[src/rtl/pcie_perst_seq_pkg.sv]
// Shared types and helpers for the PCIe PERST# reset sequencer.
//   seq_state_e    : sequencer state, encoded as exposed on seq_state
//   max_cycles_w() : shared counter width for the largest cycle count
package pcie_perst_seq_pkg;

    typedef enum logic [2:0] {
        StPorHold  = 3'd0,
        StCfgWait  = 3'd1,
        StLinkWait = 3'd2,
        StLinkUp   = 3'd3,
        StPerstLow = 3'd4,
        StFail     = 3'd5
    } seq_state_e;

    // Width of a counter that must reach the largest of the given cycle counts.
    // The extra bit leaves headroom so the terminal compare never wraps.
    function automatic int unsigned max_cycles_w(input int unsigned a,
                                                 input int unsigned b,
                                                 input int unsigned c,
                                                 input int unsigned d);
        int unsigned m;
        m = a;
        if (b > m) m = b;
        if (c > m) m = c;
        if (d > m) m = d;
        return $clog2(m) + 1;
    endfunction

endpackage

[src/rtl/cdc_sync_2ff.sv]
// Two-flop synchronizer for a bundle of independent single-bit level signals.
//   clk_i  : destination clock
//   rst_ni : asynchronous active-low reset, flops clear to 0
//   d_i    : asynchronous inputs
//   q_o    : synchronized outputs, two cycles of latency
module cdc_sync_2ff #(
    parameter int unsigned Width = 1
) (
    input  logic             clk_i,
    input  logic             rst_ni,
    input  logic [Width-1:0] d_i,
    output logic [Width-1:0] q_o
);

    logic [Width-1:0] sync1_q;
    logic [Width-1:0] sync2_q;

    always_ff @(posedge clk_i or negedge rst_ni) begin
        if (!rst_ni) begin
            sync1_q <= '0;
            sync2_q <= '0;
        end else begin
            sync1_q <= d_i;
            sync2_q <= sync1_q;
        end
    end

    assign q_o = sync2_q;

endmodule

[src/rtl/pcie_perst_sequencer.sv]
// Reset sequencer for one PCIe controller: POR hold, wait for config load,
// PERST# release, link-up supervision with timeout and PERST# retry pulses.
//   sys_clk     : sequencer clock
//   sys_rst_n   : asynchronous active-low reset
//   cfg_done    : config load complete (async, synchronized here)
//   link_up     : controller link-up (async, synchronized here)
//   restart_req : single-cycle request for a full link restart
//   por_rst_n   : POR/LPD reset to the controller, active-low
//   perst_n     : PERST# to the controller, active-low
//   user_reset  : user-logic reset, always the complement of perst_n
//   link_ok     : link up and stable
//   link_fail   : retries exhausted, sticky until restart_req or reset
//   retry_cnt   : retries since last reset or restart
//   seq_state   : current state, for debug
module pcie_perst_sequencer
    import pcie_perst_seq_pkg::*;
#(
    parameter int unsigned POR_CYCLES       = 500,
    parameter int unsigned CFG_CYCLES       = 12300,
    parameter int unsigned CFG_MIN_CYCLES   = 64,
    parameter int unsigned LINK_TIMEOUT     = 200000,
    parameter int unsigned LINK_STABLE      = 16,
    parameter int unsigned PERST_LOW_CYCLES = 1000,
    parameter int unsigned MAX_RETRIES      = 3
) (
    input  logic                               sys_clk,
    input  logic                               sys_rst_n,
    input  logic                               cfg_done,
    input  logic                               link_up,
    input  logic                               restart_req,
    output logic                               por_rst_n,
    output logic                               perst_n,
    output logic                               user_reset,
    output logic                               link_ok,
    output logic                               link_fail,
    output logic [$clog2(MAX_RETRIES+1)-1:0]   retry_cnt,
    output logic [2:0]                         seq_state
);

    localparam int unsigned CntW   = max_cycles_w(POR_CYCLES, CFG_CYCLES, LINK_TIMEOUT,
                                                  PERST_LOW_CYCLES);
    localparam int unsigned StabW  = $clog2(LINK_STABLE + 1);
    localparam int unsigned RetryW = $clog2(MAX_RETRIES + 1);

    localparam logic [CntW-1:0]   PorLast    = CntW'(POR_CYCLES - 1);
    localparam logic [CntW-1:0]   CfgLast    = CntW'(CFG_CYCLES - 1);
    localparam logic [CntW-1:0]   CfgMinLast = CntW'(CFG_MIN_CYCLES - 1);
    localparam logic [CntW-1:0]   LinkLast   = CntW'(LINK_TIMEOUT - 1);
    localparam logic [CntW-1:0]   PerstLast  = CntW'(PERST_LOW_CYCLES - 1);
    localparam logic [StabW-1:0]  StabDone   = StabW'(LINK_STABLE);
    localparam logic [RetryW-1:0] RetryMax   = RetryW'(MAX_RETRIES);

    // Synchronized inputs: bit 0 cfg_done, bit 1 link_up.
    logic [1:0] sync_s;
    logic       cfg_s;
    logic       link_s;

    cdc_sync_2ff #(
        .Width (2)
    ) u_sync (
        .clk_i  (sys_clk),
        .rst_ni (sys_rst_n),
        .d_i    ({link_up, cfg_done}),
        .q_o    (sync_s)
    );

    assign cfg_s  = sync_s[0];
    assign link_s = sync_s[1];

    seq_state_e        state_q, state_d;
    logic [CntW-1:0]   cnt_q, cnt_d;
    logic [StabW-1:0]  stab_q, stab_d;
    logic [RetryW-1:0] retry_q, retry_d;
    logic              por_q, por_d;
    logic              perst_q, perst_d;
    logic              user_reset_q;
    logic              link_ok_q, link_ok_d;
    logic              link_fail_q, link_fail_d;
    logic              restart_take;

    always_comb begin
        state_d      = state_q;
        cnt_d        = cnt_q + CntW'(1);
        stab_d       = '0;
        retry_d      = retry_q;
        por_d        = por_q;
        perst_d      = perst_q;
        link_ok_d    = link_ok_q;
        link_fail_d  = link_fail_q;
        restart_take = restart_req && (state_q != StPorHold);

        case (state_q)
            StPorHold: begin
                if (cnt_q == PorLast) begin
                    por_d   = 1'b1;
                    state_d = StCfgWait;
                end
            end
            StCfgWait: begin
                // Timeout releases PERST# anyway; no error is flagged.
                if ((cfg_s && (cnt_q >= CfgMinLast)) || (cnt_q == CfgLast)) begin
                    perst_d = 1'b1;
                    state_d = StLinkWait;
                end
            end
            StLinkWait: begin
                stab_d = link_s ? stab_q + StabW'(1) : '0;
                // Stability is tested before the timeout so link-up wins a tie.
                if (stab_q == StabDone) begin
                    link_ok_d = 1'b1;
                    state_d   = StLinkUp;
                end else if (cnt_q == LinkLast) begin
                    perst_d = 1'b0;
                    if (retry_q < RetryMax) begin
                        retry_d = retry_q + RetryW'(1);
                        state_d = StPerstLow;
                    end else begin
                        link_fail_d = 1'b1;
                        state_d     = StFail;
                    end
                end
            end
            StLinkUp: begin
                cnt_d = '0;
                if (!link_s) begin
                    link_ok_d = 1'b0;
                    state_d   = StLinkWait;
                end
            end
            StPerstLow: begin
                if (cnt_q == PerstLast) begin
                    perst_d = 1'b1;
                    state_d = StLinkWait;
                end
            end
            StFail: begin
                cnt_d = '0;
            end
            default: begin
                state_d = StPorHold;
            end
        endcase

        // Restart overrides every other event in the same cycle.
        if (restart_take) begin
            perst_d     = 1'b0;
            link_ok_d   = 1'b0;
            link_fail_d = 1'b0;
            retry_d     = '0;
            state_d     = StPerstLow;
        end

        // A restart from PERST_LOW re-enters it, so it also restarts the count.
        if ((state_d != state_q) || restart_take) begin
            cnt_d  = '0;
            stab_d = '0;
        end
    end

    always_ff @(posedge sys_clk or negedge sys_rst_n) begin
        if (!sys_rst_n) begin
            state_q      <= StPorHold;
            cnt_q        <= '0;
            stab_q       <= '0;
            retry_q      <= '0;
            por_q        <= 1'b0;
            perst_q      <= 1'b0;
            user_reset_q <= 1'b1;
            link_ok_q    <= 1'b0;
            link_fail_q  <= 1'b0;
        end else begin
            state_q      <= state_d;
            cnt_q        <= cnt_d;
            stab_q       <= stab_d;
            retry_q      <= retry_d;
            por_q        <= por_d;
            perst_q      <= perst_d;
            user_reset_q <= ~perst_d;
            link_ok_q    <= link_ok_d;
            link_fail_q  <= link_fail_d;
        end
    end

    assign por_rst_n  = por_q;
    assign perst_n    = perst_q;
    assign user_reset = user_reset_q;
    assign link_ok    = link_ok_q;
    assign link_fail  = link_fail_q;
    assign retry_cnt  = retry_q;
    assign seq_state  = state_q;

endmodule

[config.mk]
export PLATFORM = sky130hd
export DESIGN_NAME = pcie_perst_sequencer
export DESIGN_NICKNAME = d
export VERILOG_FILES = /design/src/rtl/pcie_perst_seq_pkg.sv /design/src/rtl/cdc_sync_2ff.sv /design/src/rtl/pcie_perst_sequencer.sv
export SDC_FILE = /design/constraint.sdc
export NUM_CORES = 1
export LEC_CHECK = 0
export BUFFER_PORTS_ARGS = -buffer_cell sky130_fd_sc_hd__buf_4
export CAP_MARGIN = 20
export CORE_MARGIN = 2
export CORE_UTILIZATION = 60
export CTS_CLUSTER_DIAMETER = 60
export DETAILED_ROUTE_END_ITERATION = 10
export PLACE_DENSITY = 0.89
export SETUP_SLACK_MARGIN = 0.15
export SLEW_MARGIN = 20
export SYNTH_ARGS = -nofsm -noshare
export SYNTH_HDL_FRONTEND = slang
export SYNTH_SLANG_ARGS = --single-unit
[constraint.sdc]
create_clock -name sys_clk -period 3.45 [get_ports sys_clk]
set_clock_uncertainty 0.15 [all_clocks]
set_input_delay 0.345 -clock sys_clk [delete_from_list [all_inputs] [get_ports sys_clk]]
set_output_delay 0.345 -clock sys_clk [all_outputs]
set_load 0.01 [all_outputs]
==> key figures, run 1 <==
Status
  – Outcome: complete, no violations

CTS
  – Number of clock sinks: 38
  – Setup Fix Bufs, Post-CTS: 0
  – Buffer cell driving the clock tree root: clkbuf_8
  – Number of buffers added by the clock tree synthesis step: 5
  – TritonCTS clock tree: yes
  – Clock-pin transition on the worst setup and hold timing paths: 0.07 ns
  – Deepest clock path buffer count: 2
  – Number of resized instances in the post-cts repair step: 0
  – Clock H-tree levels: 2
  – Worst-skew pair later-pin latency: 0.28 ns

Timing
  – PnR worst setup slack: 0.339 ns
  – Setup repair after global routing missed its margin: false
  – Tmin final: 3.11 ns
  – Setup-violating endpoint count in the final report: 0
  – Max Transition Viols Final: 0
  – Hold Violations, Final: 0
  – Final worst-path cycle share: 0.902
  – Accumulated negative setup slack: 0 ns
  – Slew Limit Headroom: 0.459
  – Tightest Pin Transition: 0.809 ns
  – Max Freq: 321 MHz

Yosys
  – Number of enable flip-flop cells after synthesis: 0
  – Post-Synthesis Net Count: 240
  – Syn avg cell area: 9.63 µm²
  – Most common library cells after synthesis: 37 x dfrtp_1, 35 x nand2_1, 22 x nor4_1
  – Number of distinct standard cells referenced by the synthesized netlist: 51
  – Commonest register cell after synthesis: dfrtp_1
  – Syn Std Cell Area: 2220 µm²
  – Most frequent cell after synthesis: dfrtp_1
  – Synth area leaders: dfrtp_1 42%, nor4_1 6.2%, nand2_1 5.9%, xnor2_1 5.9%, nor2_1 3.4%
  – Share of synthesized flip-flops with an asynchronous set or reset: 1.00
  – Post-synth top area share: 0.416
  – Seq/Total Area, Yosys: 0.428
  – Cell type contributing the most total cell area after synthesis: dfrtp_1
  – Number of standard cells after synthesis: 231
  – Synthesized flop and latch total: 38
  – Syn. warnings: 0

Die
  – Y dimension of the die: 64.9 µm
  – Starting Density: 0.617
  – Placeable core region: 3610 µm²
  – Width of the chip: 64.9 µm
  – Boundary pin count: 15
  – Die outline area: 4210 µm²
  – Site row count: 22

Setup path
  – R2r worst-path depth: 7
  – Required time reported for the critical path endpoint: 3.42 ns
  – Launch point of the worst reg-to-reg path: cnt_q[11]$_DFF_PN0_
  – Gate family responsible for the most delay along the worst path: simple AND/OR/NAND/NOR gates
  – Worst path cell trace: or4_1 > or4_4 > o41a_1 > or3_4 > a21oi_4 > buf_4 > nor4_1
  – CP arrival: 3.08 ns
  – Launching element type of the critical path: flip-flop
  – Highest net fanout along the worst path: 12
  – Worst setup slack for register-to-register paths: 0.34 ns
  – Crit Reg-Reg Endpoint: cnt_q[8]$_DFF_PN0_
  – Capturing element type of the critical path: flip-flop
  – Number of buffer and inverter instances along the worst setup path: 1
  – Delay of the slowest cell on the worst path: 0.56 ns
  – Worst setup path class: reg -> reg
  – Cell with the largest stage delay on the worst path: or4_1

Pwr
  – Static leakage: 1.06 nW
  – Worst IR Drop VDD: 0.284 mV
  – Clock power share: 0.433
  – Fraction of power consumed by combinational cells: 0.045
  – Power density over the cells: 358 nW/µm²
  – Switch share: 0.198
  – Sequential cell fraction of total power: 0.523
  – Design internal power: 0.703 mW
  – Switching Power: 0.173 mW

Route
  – Vias: 1804
  – Pre-antenna DRT Iters: 4
  – Detailed Route Iter0 Violations: 171
  – Post-route ant nets: 0
  – Post-detailed-route wirelength per cell: 15.2 µm
  – Drt total wl: 4510 µm
  – Residual DRC count: 0
  – Detail-routed via count per cell: 6.07

Placed design
  – RePlAce Congestion: 0.896
  – Count of buffers inserted at the top-level ports: 14
  – Place WS: 0.347 ns
  – Half-perimeter wire length of the detailed placement result: 3190 µm

Global routing
  – Pin count of the biggest net entering global routing: 39
  – Aggregate global-route resource usage: 0.232
  – Grt ovf: 0
  – Initial antenna violation count: 0
  – Vias in the first global route: 1655
  – Global-route wire length before repair: 7490 µm

Min path
  – Hold Path Origin: u_sync.sync1_q[0]$_DFF_PN0_
  – Count of cells along the worst hold path: 0
  – Hold Crit Endpoint: u_sync.q_o[0]$_DFF_PN0_
  – Hold Path Class: reg -> reg

Final layout
  – Synthesis-to-finish area growth: 10.1%
  – Antenna Cells: 0
  – Utilization after layout: 0.679
  – Fillers: 289
  – Share of cells above drive strength 1: 0.149
  – Net count, final: 257

Job
  – Max Cap Viol: 0
layer usage:
metal,track usage,wire length [µm],up-vias
met1,0.305,2020,883
met5,0,0,-
li1,-,-,869
met2,0.372,2230,46
met4,0.0798,47,0
met3,0.0608,202,6
registers in the layout, indices dropped and copies added, names as in the netlist:
name	count
por_rst_n	1
seq_state	3
user_reset	1
stab_q	5
link_fail	1
cnt_q	19
u_sync.sync1_q	2
u_sync.q_o	2
perst_n	1
link_ok	1
retry_cnt	2
layout make-up:
class	instances	area, µm²	share of cell area
clock buffers	7	86.3	0.0353
clock inverters	1	30.0	0.0123
inverters	7	26.3	0.0107
multi-input cells	175	1130	0.461
flip-flops and latches	38	952	0.389
well taps	48	60.1	0.0245
repair buffers	21	165	0.0675
worst max-delay path by stage:
stage,from,endpoint,slack [ns],cells past startpoint
after detailed placement,cnt_q[11]$_DFF_PN0_,cnt_q[8]$_DFF_PN0_,0.35,6
after floorplan,cnt_q[11]$_DFF_PN0_,cnt_q[10]$_DFF_PN0_,0.48,7
after CTS,cnt_q[11]$_DFF_PN0_,cnt_q[8]$_DFF_PN0_,0.32,6
after global routing,cnt_q[11]$_DFF_PN0_,cnt_q[5]$_DFF_PN0_,0.18,6
after global placement,cnt_q[11]$_DFF_PN0_,cnt_q[10]$_DFF_PN0_,0.38,7
final,cnt_q[11]$_DFF_PN0_,cnt_q[8]$_DFF_PN0_,0.34,7
what timing repair did:
| item | in CTS | in global routing |
|---|---|---|
| hold buffers | 1 | 2 |
| endpoints found under the hold margin | 37 | 2 |
| setup endpoints to repair | 0 | 0 |
cells in the final DEF, fill, tap and decap left out, types with 3 or more instances in the layout:
cell type	netlist	routed
nor3_1	3	3
buf_4	0	18
nor4bb_1	3	3
xor2_1	6	6
nand4b_1	4	4
dfrtp_1	37	37
or2_2	3	3
a21oi_1	5	5
nand3_1	9	9
o21ai_0	4	4
inv_1	7	7
nand4_1	6	6
nor2_1	20	20
nand2_1	35	35
clkbuf_8	3	6
nor4_1	22	22
dlygate4sd3_1	0	3
ha_1	4	4
or4_1	5	5
xnor2_1	15	15
mux2i_1	3	3
or3_1	3	3
power groups by stage:
stage          clock, mW  combinational, mW  sequential, mW
6_report           0.379             0.0392           0.458
5_1_grt            0.415             0.0451           0.459
4_1_cts            0.388             0.0378           0.458
3_5_place_dp           0             0.0369           0.466
3_3_place_gp           0             0.0362           0.466
2_1_floorplan          0             0.0239           0.464
metrics by stage:
step,area [µm²],power [mW],std cells,hold slack [ns]
floorplan,2220,0.488,231,-0.101
global placement,2300,0.502,286,0.181
detailed placement,2300,0.503,286,0.181
CTS,2430,0.884,295,0.00293
global route,2450,0.919,297,0.233
finish,2450,0.877,297,0.206
kinds of logic after synthesis:
kind of cell / share of synthesized area
and+or+nand+nor: 0.298
DFF: 0.428
AOI/OAI and AO/OA: 0.0867
xor gates and xnor gates: 0.0827
buffers and inverters: 0.0681
adders and majority gates: 0.0225
muxes: 0.0135
(Power assumes the default switching activity.)
==> inputs of run 2 (changes only) <==
Settings changed: CORE_UTILIZATION 60 to 50, PLACE_DENSITY 0.89 to 0.78.
==> key figures, run 2 (synthesized netlist as in run 1, its figures left out) <==
Route
  – Post-detailed-route wirelength per cell: 15.0 µm
  – Residual DRC count: 0
  – Post-route ant nets: 0
  – Vias: 1769
  – Detail-routed via count per cell: 5.86
  – Pre-antenna DRT Iters: 4
  – Detailed Route Iter0 Violations: 165
  – Drt total wl: 4520 µm

Final layout
  – Antenna Cells: 0
  – Reg with most FFs: cnt_q
  – Cell area after layout: 2440 µm²
  – Share of cells above drive strength 1: 0.160
  – Net count, final: 258
  – Utilization after layout: 0.564
  – Number of flip-flops in the largest register: 19
  – Most common cell after layout, fill and taps aside: dfrtp_1
  – Fillers: 408
  – Highest-count cells in the layout ignoring fill and taps: 37 x dfrtp_1, 35 x nand2_1, 20 x nor2_1, 20 x nor4_1, 19 x buf_4
  – Synthesis-to-finish area growth: 9.68%

Die
  – Starting Density: 0.514
  – Boundary pin count: 15
  – Width of the chip: 70.7 µm
  – Y dimension of the die: 70.7 µm
  – Die outline area: 5000 µm²
  – Site row count: 24
  – Placeable core region: 4320 µm²

Global routing
  – Grt ovf: 0
  – Vias in the first global route: 1683
  – Global-route wire length before repair: 7730 µm
  – Aggregate global-route resource usage: 0.197
  – Pin count of the biggest net entering global routing: 39
  – Initial antenna violation count: 0

CTS
  – Number of clock sinks: 38
  – Clock-pin transition on the worst setup and hold timing paths: 0.08 ns
  – Clock H-tree levels: 2
  – Deepest clock path buffer count: 2
  – TritonCTS clock tree: yes
  – Buffer cell driving the clock tree root: clkbuf_8
  – Number of buffers added by the clock tree synthesis step: 5
  – Worst-skew pair later-pin latency: 0.30 ns

Pwr
  – Power density over the cells: 325 nW/µm²
  – Total power consumption of the routed design: 0.793 mW
  – Worst IR Drop VDD: 0.241 mV
  – Static leakage: 1.05 nW

Min path
  – Hold Path Class: reg -> reg

Timing
  – PnR worst setup slack: 0.290 ns
  – Slew Limit Headroom: 0.417
  – Setup repair after global routing missed its margin: true
  – Tightest Pin Transition: 0.873 ns
  – Max Freq: 316 MHz
  – Tmin final: 3.16 ns
  – Max Transition Viols Final: 0
  – Setup-violating endpoint count in the final report: 0
  – Accumulated negative setup slack: 0 ns
  – Hold Violations, Final: 0
  – Final worst-path cycle share: 0.916

Setup path
  – Required time reported for the critical path endpoint: 3.49 ns
  – Worst setup path class: reg -> reg
  – Crit Reg-Reg Endpoint: cnt_q[6]$_DFF_PN0_
  – Endpoint of the most critical setup path: cnt_q[6]$_DFF_PN0_
  – Capturing element type of the critical path: flip-flop
  – CP Launch Point: cnt_q[11]$_DFF_PN0_
  – Launching element type of the critical path: flip-flop
  – CP arrival: 3.20 ns
  – R2r worst-path depth: 6
  – Launch point of the worst reg-to-reg path: cnt_q[11]$_DFF_PN0_
  – Worst setup slack for register-to-register paths: 0.29 ns
  – Highest net fanout along the worst path: 19

Placed design
  – RePlAce Congestion: 0.881
  – Area after detailed placement: 2310 µm²
  – Half-perimeter wire length of the detailed placement result: 3040 µm
  – Count of buffers inserted at the top-level ports: 14
  – Place WS: 0.347 ns

Status
  – Outcome: complete, no violations

Job
  – Max Cap Viol: 0
==> run 2: critical path: stages (launching register included) <==
cell and delay [ns]:
dfrtp_1 0.44, or4_1 0.57, or4_4 0.51, o41a_1 0.44, nor2_1 0.25, o311ai_4 0.31
nor4_1 0.38
==> run 2: what timing repair did <==
action                                  4_1_cts  5_1_grt
setup buffers                                 0        0
endpoints found under the setup margin        0        2
resized for setup                             0        2
endpoints found under the hold margin        39        0
hold buffers                                  3        0
==> run 2: how the worst min path moves through the flow <==
stage                                      from                 endpoint  slack, ns  depth (start not counted)
global placement                      sys_rst_n        perst_n$_DFF_PN0_       0.18                          1
floorplan                             sys_rst_n       cnt_q[0]$_DFF_PN0_      -0.10                          0
detailed placement                    sys_rst_n        perst_n$_DFF_PN0_       0.18                          1
global route        u_sync.sync1_q[0]$_DFF_PN0_  u_sync.q_o[0]$_DFF_PN0_       0.22                          0
CTS                 u_sync.sync1_q[0]$_DFF_PN0_  u_sync.q_o[0]$_DFF_PN0_       0.21                          0
finish              u_sync.sync1_q[0]$_DFF_PN0_  u_sync.q_o[0]$_DFF_PN0_       0.20                          0
==> run 2: metrics by stage <==
step           hold WS (ns)  instances
3_3_place_gp          0.183        291
2_1_floorplan        -0.101        231
5_1_grt               0.218        302
4_1_cts               0.207        302
3_5_place_dp          0.185        291
6_report              0.205        302
==> run 2: final cells by class <==
type | instances | area [µm²] | share of cell area
clock buffers | 6 | 72.6 | 0.0298
repair buffers | 22 | 173 | 0.0708
flip-flops and latches | 38 | 952 | 0.390
multi-input cells | 175 | 1140 | 0.467
clock inverters | 2 | 10.0 | 0.00410
well taps | 52 | 65.1 | 0.0267
inverters | 7 | 26.3 | 0.0108
==> run 2: routing by layer <==
metal | global-route usage | routed length [µm] | up-vias
met1 | 0.271 | 2220 | 856
met4 | 0.0734 | 64 | 0
met3 | 0.0598 | 182 | 7
met2 | 0.296 | 2060 | 32
met5 | 0 | 0 | -
li1 | - | - | 874
==> run 2: power by group <==
group          internal (mW)  switching [mW]
clock                  0.140           0.156
combinational         0.0155          0.0240
sequential             0.452         0.00567
total                  0.607           0.186
==> inputs of run 3 (changes only) <==
Settings changed: CORE_ASPECT_RATIO from default to 0.5.
==> key figures, run 3 (synthesized netlist as in run 1, its figures left out) <==
Status
  – Outcome: complete, no violations

Pwr
  – Total power consumption of the routed design: 0.867 mW
  – Switch share: 0.216
  – Switching Power: 0.188 mW
  – Worst IR Drop VDD: 0.176 mV
  – Power density over the cells: 355 nW/µm²
  – Clock power share: 0.426
  – Fraction of power consumed by combinational cells: 0.046
  – Design internal power: 0.680 mW
  – Static leakage: 1.05 nW
  – Sequential cell fraction of total power: 0.528

Final layout
  – Most common cell after layout, fill and taps aside: dfrtp_1
  – Reg with most FFs: cnt_q
  – Share of cells above drive strength 1: 0.146
  – FF/Latch Area: 952 µm²
  – Antenna Cells: 0
  – Fillers: 370
  – Synthesis-to-finish area growth: 10.0%
  – Net count, final: 255
  – Highest-count cells in the layout ignoring fill and taps: 37 x dfrtp_1, 35 x nand2_1, 22 x nor4_1
  – Area used by multi-input combinational logic: 1140 µm²
  – Number of flip-flops in the largest register: 19

Global routing
  – Initial antenna violation count: 0
  – Pin count of the biggest net entering global routing: 39
  – Global-route wire length before repair: 7980 µm
  – Vias in the first global route: 1726
  – Aggregate global-route resource usage: 0.200
  – Grt ovf: 0

Die
  – Boundary pin count: 15
  – Y dimension of the die: 51.2 µm
  – Starting Density: 0.512
  – Width of the chip: 98.3 µm
  – Die outline area: 5030 µm²
  – Placeable core region: 4340 µm²
  – Site row count: 17

CTS
  – Worst-skew pair later-pin latency: 0.29 ns
  – Clock-pin transition on the worst setup and hold timing paths: 0.07 ns
  – Clock H-tree levels: 2
  – TritonCTS clock tree: yes
  – Buffer cell driving the clock tree root: clkbuf_8
  – Deepest clock path buffer count: 2
  – Number of buffers added by the clock tree synthesis step: 5
  – Number of clock sinks: 38
  – Number of resized instances in the post-cts repair step: 0
  – Setup Fix Bufs, Post-CTS: 0

Route
  – Vias: 1811
  – Residual DRC count: 0
  – Detail-routed via count per cell: 5.96
  – Post-route ant nets: 0
  – Post-detailed-route wirelength per cell: 15.2 µm
  – Drt total wl: 4620 µm
  – Pre-antenna DRT Iters: 4
  – Detailed Route Iter0 Violations: 166

Timing
  – Slew Limit Headroom: 0.428
  – Accumulated negative setup slack: 0 ns
  – Hold Violations, Final: 0
  – Final worst-path cycle share: 0.927
  – Tmin final: 3.20 ns
  – Setup repair after global routing missed its margin: false
  – Setup-violating endpoint count in the final report: 0
  – Max Transition Viols Final: 0
  – Max Freq: 313 MHz
  – Tightest Pin Transition: 0.856 ns

Setup path
  – CP arrival: 3.18 ns
  – Worst setup slack for register-to-register paths: 0.25 ns
  – Highest net fanout along the worst path: 19
  – Crit Reg-Reg Endpoint: cnt_q[1]$_DFF_PN0_
  – Endpoint of the most critical setup path: cnt_q[1]$_DFF_PN0_
  – Worst setup path class: reg -> reg
  – CP Launch Point: cnt_q[11]$_DFF_PN0_
  – Required time reported for the critical path endpoint: 3.43 ns
  – Capturing element type of the critical path: flip-flop
  – R2r worst-path depth: 7
  – Launch point of the worst reg-to-reg path: cnt_q[11]$_DFF_PN0_
  – Launching element type of the critical path: flip-flop

Job
  – Max Cap Viol: 0

Placed design
  – Half-perimeter wire length of the detailed placement result: 3100 µm
  – Count of buffers inserted at the top-level ports: 14
  – RePlAce Congestion: 0.854

Min path
  – Hold Path Class: reg -> reg
[run 3: cell count changes in the layout (fill, tap and decap cells not counted)]
cell,delta
bufinv_16,+1
nor4_2,-2
o311ai_2,-1
buf_4,-3
clkbuf_1,-1
o311ai_4,+1
nor4_1,+2
[run 3: per-stage QoR]
step / util / cell area, µm² / worst slack (ns) / hold WS, ns / cells
4_1_cts: 0.559 / 2430 / 0.266 / 0.00177 / 302
3_5_place_dp: 0.532 / 2310 / 0.290 / 0.185 / 293
2_1_floorplan: - / 2220 / 0.482 / -0.101 / 231
5_1_grt: 0.564 / 2450 / 0.176 / 0.212 / 304
6_report: 0.564 / 2450 / 0.252 / 0.205 / 304
3_3_place_gp: 0.529 / 2300 / 0.314 / 0.177 / 293
[run 3: metal layers]
| layer | track usage | vias to the layer above | routed length, µm |
|---|---|---|---|
| met3 | 0.0479 | 11 | 283 |
| li1 | - | 870 | - |
| met2 | 0.333 | 78 | 2090 |
| met5 | 0 | - | 0 |
| met4 | 0.0776 | 0 | 83 |
| met1 | 0.257 | 852 | 2160 |
[run 3: worst min-delay path by stage]
stage / end / start / slack, ns / cells past startpoint
final: u_sync.q_o[0]$_DFF_PN0_ / u_sync.sync1_q[0]$_DFF_PN0_ / 0.21 / 0
after global routing: u_sync.q_o[0]$_DFF_PN0_ / u_sync.sync1_q[0]$_DFF_PN0_ / 0.21 / 0
after CTS: u_sync.sync1_q[0]$_DFF_PN0_ / cfg_done / 0.002 / 1
after detailed placement: u_sync.sync1_q[0]$_DFF_PN0_ / sys_rst_n / 0.19 / 1
after global placement: u_sync.sync1_q[0]$_DFF_PN0_ / sys_rst_n / 0.18 / 1
after floorplan: cnt_q[0]$_DFF_PN0_ / sys_rst_n / -0.10 / 0
[run 3: repair_timing]
item	CTS	global route
hold buffers	1	2
hold endpoints to repair	37	2
setup endpoints to repair	0	1
[run 3: power groups by stage]
stage / logic, mW / registers (mW) / clock network, mW
after global routing: 0.0449 / 0.459 / 0.395
after global placement: 0.0350 / 0.466 / 0
after CTS: 0.0389 / 0.458 / 0.377
final: 0.0401 / 0.458 / 0.369
after detailed placement: 0.0373 / 0.466 / 0
after floorplan: 0.0239 / 0.464 / 0
[run 3: critical path, cell delays in order, from the launching register on]
cell,delay (ns)
dfrtp_1,0.46
or4_1,0.57
or4_4,0.51
o41a_1,0.44
or3_4,0.43
a21oi_4,0.14
buf_4,0.25
nor4_1,0.08
[run 3: layout make-up]
class | instances | area share
tap | 57 | 0.0292
clock buffer | 5 | 0.0281
timing repair buffer | 19 | 0.0614
inverter | 7 | 0.0107
clock inverter | 3 | 0.0164
sequential | 38 | 0.389
multi-input combinational | 175 | 0.465
